File: src/rtl/pipe_hazard_ctrl.sv
`default_nettype none
// ============================================================================
// Module      : pipe_hazard_ctrl
// Description : Pipeline hazard controller for load-use, branch, mul/div stall
//               and halt, with a saturating stall-cycle counter.
// Revision    : 1.0 - initial release
// ============================================================================
module pipe_hazard_ctrl #(
    parameter int unsigned MD_LAT = 8,
    parameter int unsigned CNT_W  = 16
) (
    input  logic             clk,
    input  logic             clr,
    input  logic             load_depen,
    input  logic             br_taken,
    input  logic             md_start,
    input  logic             halt_req,
    input  logic             cnt_clr,
    output logic             wpcir,
    output logic             id_bubble,
    output logic             if_flush,
    output logic             ex_hold,
    output logic             md_done,
    output logic [1:0]       state,
    output logic [CNT_W-1:0] stall_cnt
);

    typedef enum logic [1:0] {
        ST_RUN    = 2'd0,
        ST_MDWAIT = 2'd1,
        ST_HALT   = 2'd2
    } state_t;

    // The md_start cycle itself is the first stall, so MDWAIT lasts MD_LAT-1 cycles.
    localparam logic [7:0] C_MD_LOAD = 8'(MD_LAT - 2);

    state_t           r_state;
    state_t           w_next_state;
    logic [7:0]       r_md_cnt;
    logic [7:0]       w_next_md_cnt;
    logic [CNT_W-1:0] r_stall_cnt;

    always_comb begin
        wpcir         = 1'b1;
        id_bubble     = 1'b0;
        if_flush      = 1'b0;
        ex_hold       = 1'b0;
        md_done       = 1'b0;
        w_next_state  = ST_RUN;
        w_next_md_cnt = r_md_cnt;
        case (r_state)
            ST_RUN: begin
                if (md_start) begin
                    wpcir   = 1'b0;
                    ex_hold = 1'b1;
                end else if (load_depen) begin
                    wpcir     = 1'b0;
                    id_bubble = 1'b1;
                end else if (br_taken) begin
                    if_flush = 1'b1;
                end
                if (md_start) begin
                    w_next_state  = ST_MDWAIT;
                    w_next_md_cnt = C_MD_LOAD;
                end else if (halt_req) begin
                    w_next_state = ST_HALT;
                end
            end
            ST_MDWAIT: begin
                wpcir   = 1'b0;
                ex_hold = 1'b1;
                if (r_md_cnt == 8'd0) begin
                    md_done      = 1'b1;
                    w_next_state = halt_req ? ST_HALT : ST_RUN;
                end else begin
                    w_next_state  = ST_MDWAIT;
                    w_next_md_cnt = r_md_cnt - 8'd1;
                end
            end
            ST_HALT: begin
                wpcir        = 1'b0;
                ex_hold      = 1'b1;
                w_next_state = halt_req ? ST_HALT : ST_RUN;
            end
            default: begin
                w_next_state = ST_RUN;
            end
        endcase
    end

    always_ff @(posedge clk) begin
        if (clr) begin
            r_state  <= ST_RUN;
            r_md_cnt <= 8'd0;
        end else begin
            r_state  <= w_next_state;
            r_md_cnt <= w_next_md_cnt;
        end
    end

    always_ff @(posedge clk) begin
        if (clr || cnt_clr) begin
            r_stall_cnt <= '0;
        end else if (!wpcir && !(&r_stall_cnt)) begin
            r_stall_cnt <= r_stall_cnt + 1'b1;
        end
    end

    assign state     = r_state;
    assign stall_cnt = r_stall_cnt;

endmodule
`default_nettype wire

File: config.mk
export PLATFORM = sky130hd
export DESIGN_NAME = pipe_hazard_ctrl
export DESIGN_NICKNAME = d
export VERILOG_FILES = /design/src/rtl/pipe_hazard_ctrl.sv
export SDC_FILE = /design/constraint.sdc
export NUM_CORES = 1
export LEC_CHECK = 0
export BUFFER_PORTS_ARGS = -buffer_cell sky130_fd_sc_hd__buf_2
export CAP_MARGIN = 20
export CORE_MARGIN = 3
export CORE_UTILIZATION = 25
export DETAILED_ROUTE_END_ITERATION = 16
export GPL_TIMING_DRIVEN = 0
export SLEW_MARGIN = 30
export SYNTH_ARGS = -nofsm -noshare
export SYNTH_HDL_FRONTEND = slang
export SYNTH_SLANG_ARGS = --single-unit
File: constraint.sdc
create_clock -name clk -period 2 [get_ports clk]
set_clock_uncertainty 0.1 [all_clocks]
set_input_delay 0 -clock clk [delete_from_list [all_inputs] [get_ports clk]]
set_output_delay 0 -clock clk [all_outputs]
set_load 0.01 [all_outputs]
==> flow_metrics.env <==
export IMPL_ys_top_cells_by_area="dfxtp_1, mux2i_1, ha_1, or3_1, a21oi_1"
export IMPL_cp_end_kind="register"
export IMPL_leakage_nw=0.7724
export IMPL_clk_pin_slew_ns=0.09
export IMPL_fill_cells=595
export IMPL_tightest_slew_ns=0.6998
export IMPL_reg2regPathDepth=6
export IMPL_min_period_over_period_pct=97.86
export IMPL_final_cells=293
export IMPL_peakVddDrop_v=0.0002899
export IMPL_critical_path_top_delay_family="compound AO/OA/AOI/OAI gates"
export IMPL_clk_latency_ns=0.27
export IMPL_worst_ep_required_time_ns=2.07
export IMPL_overflow=0
export IMPL_drc_errors=0
export IMPL_clock_sinks=26
export IMPL_syn_to_final_growth_pct=29.05
export IMPL_reg2reg_to="r_md_cnt[5]$_SDFFE_PP0P_"
export IMPL_synthesis_area_sq_um=1529
export IMPL_outcome="completed"
export IMPL_critPathMaxFanout=6
export IMPL_routed_wl_microns=4189
export IMPL_synth_top_area_share_pct=34.04
export IMPL_cts_root_buf="clkbuf_8"
export IMPL_setup_viol_count_final=0
export IMPL_wl_per_cell_microns=14.30
export IMPL_synth_nets=191
export IMPL_start_util_pct=26.78
export IMPL_antenna_found_initial=0
export IMPL_clockPowerShare_pct=25.1
export IMPL_rows=27
export IMPL_grt_max_degree=15
export IMPL_cts_inserted_buffers=3
export IMPL_use_met1_pct=17.19
export IMPL_rsz0062_at_grt="yes"
export IMPL_cts_tree="built"
export IMPL_slowest_delay_ns=0.53
export IMPL_cp_startpoint="r_md_cnt[6]$_SDFFE_PP0P_"
export IMPL_drive_gt1_share_pct=29.41
export IMPL_drt_pass1_iterations=4
export IMPL_met3_usage_pct=1.766
export IMPL_die_area_sq_um=7090
export IMPL_io_pins=30
export IMPL_slowest_stage="or4_4"
export IMPL_timing_rr_start="r_md_cnt[6]$_SDFFE_PP0P_"
export IMPL_hold_viol_final=0
export IMPL_slew_headroom_pct=53.17
export IMPL_maxCapViolCount=0
export IMPL_grt_util_all_layers_pct=11.85
export IMPL_cp_cell_sequence="or4_4, buf_6, o41ai_4, buf_6, o311ai_0, o41ai_1"
export IMPL_critPathArrivalTime_ns=2.02
export IMPL_p_int_mw=0.9506
export IMPL_hold_class="in2reg"
export IMPL_nets=235
export IMPL_drt_iter0_markers=145
export IMPL_r2r_slack_ns=0.04
export IMPL_grt_busiest_layer="met2"
export IMPL_most_common_layout_cells="buf_2, dfxtp_1, nand2_1"
export IMPL_yosys_warnings=0
export IMPL_syn_area_per_cell_sq_um=8.590
export IMPL_synthCells=178
export IMPL_dieHeight_microns=84.21
export IMPL_power_density_nw_per_um2=700.4
export IMPL_grt_pass1_wl_microns=7086
export IMPL_critPathBufInv=2
export IMPL_cts_max_level=1
export IMPL_vias=1541
export IMPL_total_power_mw=1.382
export IMPL_crit_type="reg2reg"
export IMPL_gr_usage_met2_pct=17.79
export IMPL_worstSetupEndpoint="r_md_cnt[5]$_SDFFE_PP0P_"
export IMPL_hpwlAfterDp_microns=2896
export IMPL_p_sw_share_pct=31.22
export IMPL_die_w_microns=84.21
export IMPL_core_area_sq_um=5709
export IMPL_gp_congestion=0.7710
export IMPL_clock_fmax_mhz=510.9
export IMPL_final_common_cell="buf_2"
export IMPL_antenna_left=0
export IMPL_synth_top_area_cell="dfxtp_1"
export IMPL_grt_pass1_vias=1405
export IMPL_p_switching_mw=0.4314
export IMPL_fin_crit_ns=1.957
export IMPL_utilization_pct=34.56
export IMPL_cp_start_kind="register"
export IMPL_seqPwrFrac_pct=42.5
export IMPL_synth_seq_cells=26
export IMPL_critical_path_depth=6
export IMPL_portBuffers=28
export IMPL_slew_viol_final=0
export IMPL_ys_seq_area_share_pct=34.04
export IMPL_placed_cells=278
export IMPL_p_comb_share_pct=32.4
export IMPL_diodes=0
export IMPL_crit_top_cell="buf_6"
export IMPL_hold_worst_slack_ns=0.1859
export IMPL_viasPerCell=5.259
export IMPL_clk_path_buf_depth=2
export IMPL_ys_types=43
## cell families (layout without fill, tap and decap cells)
family                   Yosys count  after routing  synth area share, %
buffers and inverters             17             60                4.992
adder cells (fa/ha/maj)            6              6                4.910
AO/OA/AOI/OAI                     42             42                20.05
multiplexers                       9              9                5.974
AND/OR/NAND/NOR                   78             78                30.03
flip-flops                        26             26                34.04
## synth_stat cells, drive strengths merged
cell	instances
nand2	15
and4	4
a311oi	1
or2	2
o311a	1
mux2	1
or3b	2
and3	1
or4	7
o41ai	4
nor2b	1
o31ai	6
nor2	7
a21oi	13
nor3	2
a21boi	1
o41a	1
nor4b	1
o21ba	1
nand3	6
buf	5
a211oi	2
o21a	2
inv	8
ha	6
clkbuf	4
o211ai	1
and3b	2
nor4	7
nand4	5
dfxtp	26
o311ai	2
and2	2
or3	13
nand2b	1
o211a	1
o21ai	6
mux2i	8
## cell type report
class | instances | area (sq um) | area share [%]
sequential | 26 | 530.5 | 26.89
multi-input combinational | 135 | 979.7 | 49.65
tap | 72 | 90.09 | 4.566
inverter | 8 | 30.03 | 1.522
timing repair buffer | 40 | 235.2 | 11.92
buffer | 8 | 52.55 | 2.663
clock buffer | 4 | 55.05 | 2.790
## power groups by stage
stage	Sequential, mW	Clock, mW	Combinational, mW
2_1_floorplan	0.592	0	0.265
3_3_place_gp	0.596	0	0.347
3_5_place_dp	0.597	0	0.354
4_1_cts	0.585	0.363	0.380
5_1_grt	0.593	0.378	0.490
6_report	0.587	0.347	0.447
## worst min path at each step
stage               slack, ns                          to      from  depth (start not counted)
global placement         0.15         state[1]$_SDFF_PP0_  halt_req                          2
CTS                      0.18  stall_cnt[12]$_SDFFE_PP0P_   cnt_clr                          3
global route             0.23                    if_flush  br_taken                          3
floorplan                0.02         state[1]$_SDFF_PP0_  halt_req                          1
detailed placement       0.14         state[1]$_SDFF_PP0_  halt_req                          2
finish                   0.19  stall_cnt[11]$_SDFFE_PP0P_   cnt_clr                          3
## flip-flops by register name, summed over array words and instances, names as in the netlist
register / cells
r_md_cnt: 8
stall_cnt: 16
state: 2
## timing repair
item | 4_1_cts | 5_1_grt
setup buffers | 1 | 6
hold buffers | 3 | 0
hold endpoints to repair | 3 | 0
endpoints found under the setup margin | 16 | 10
gates cloned | 1 | 1
resized for setup | 8 | 14
pin swaps | 2 | 6
## worst reg2reg max path, stage by stage (launching register included)
cell	delay, ns
dfxtp_1	0.33
or4_4	0.53
buf_6	0.15
o41ai_4	0.36
buf_6	0.17
o311ai_0	0.13
o41ai_1	0.09
## metrics by stage
| stage | instance area [sq um] | setup WS (ns) | setup TNS (ns) |
|---|---|---|---|
| 6_report | 1973 | 0.04280 | 0 |
| 5_1_grt | 1973 | -0.02364 | -0.05371 |
| 4_1_cts | 1887 | -0.001761 | -0.001761 |
| 3_5_place_dp | 1768 | -0.2102 | -1.346 |
| 3_3_place_gp | 1768 | -0.1918 | -1.202 |
| 2_1_floorplan | 1538 | 0.006478 | 0 |
## metal layers
| layer | up-vias | wire length (microns) |
|---|---|---|
| li1 | 764 | - |
| met1 | 746 | 2118 |
| met2 | 26 | 1843 |
| met3 | 5 | 168 |
| met4 | 0 | 59 |
| met5 | - | 0 |
No activity file was read; power rests on OpenSTA's default activity.
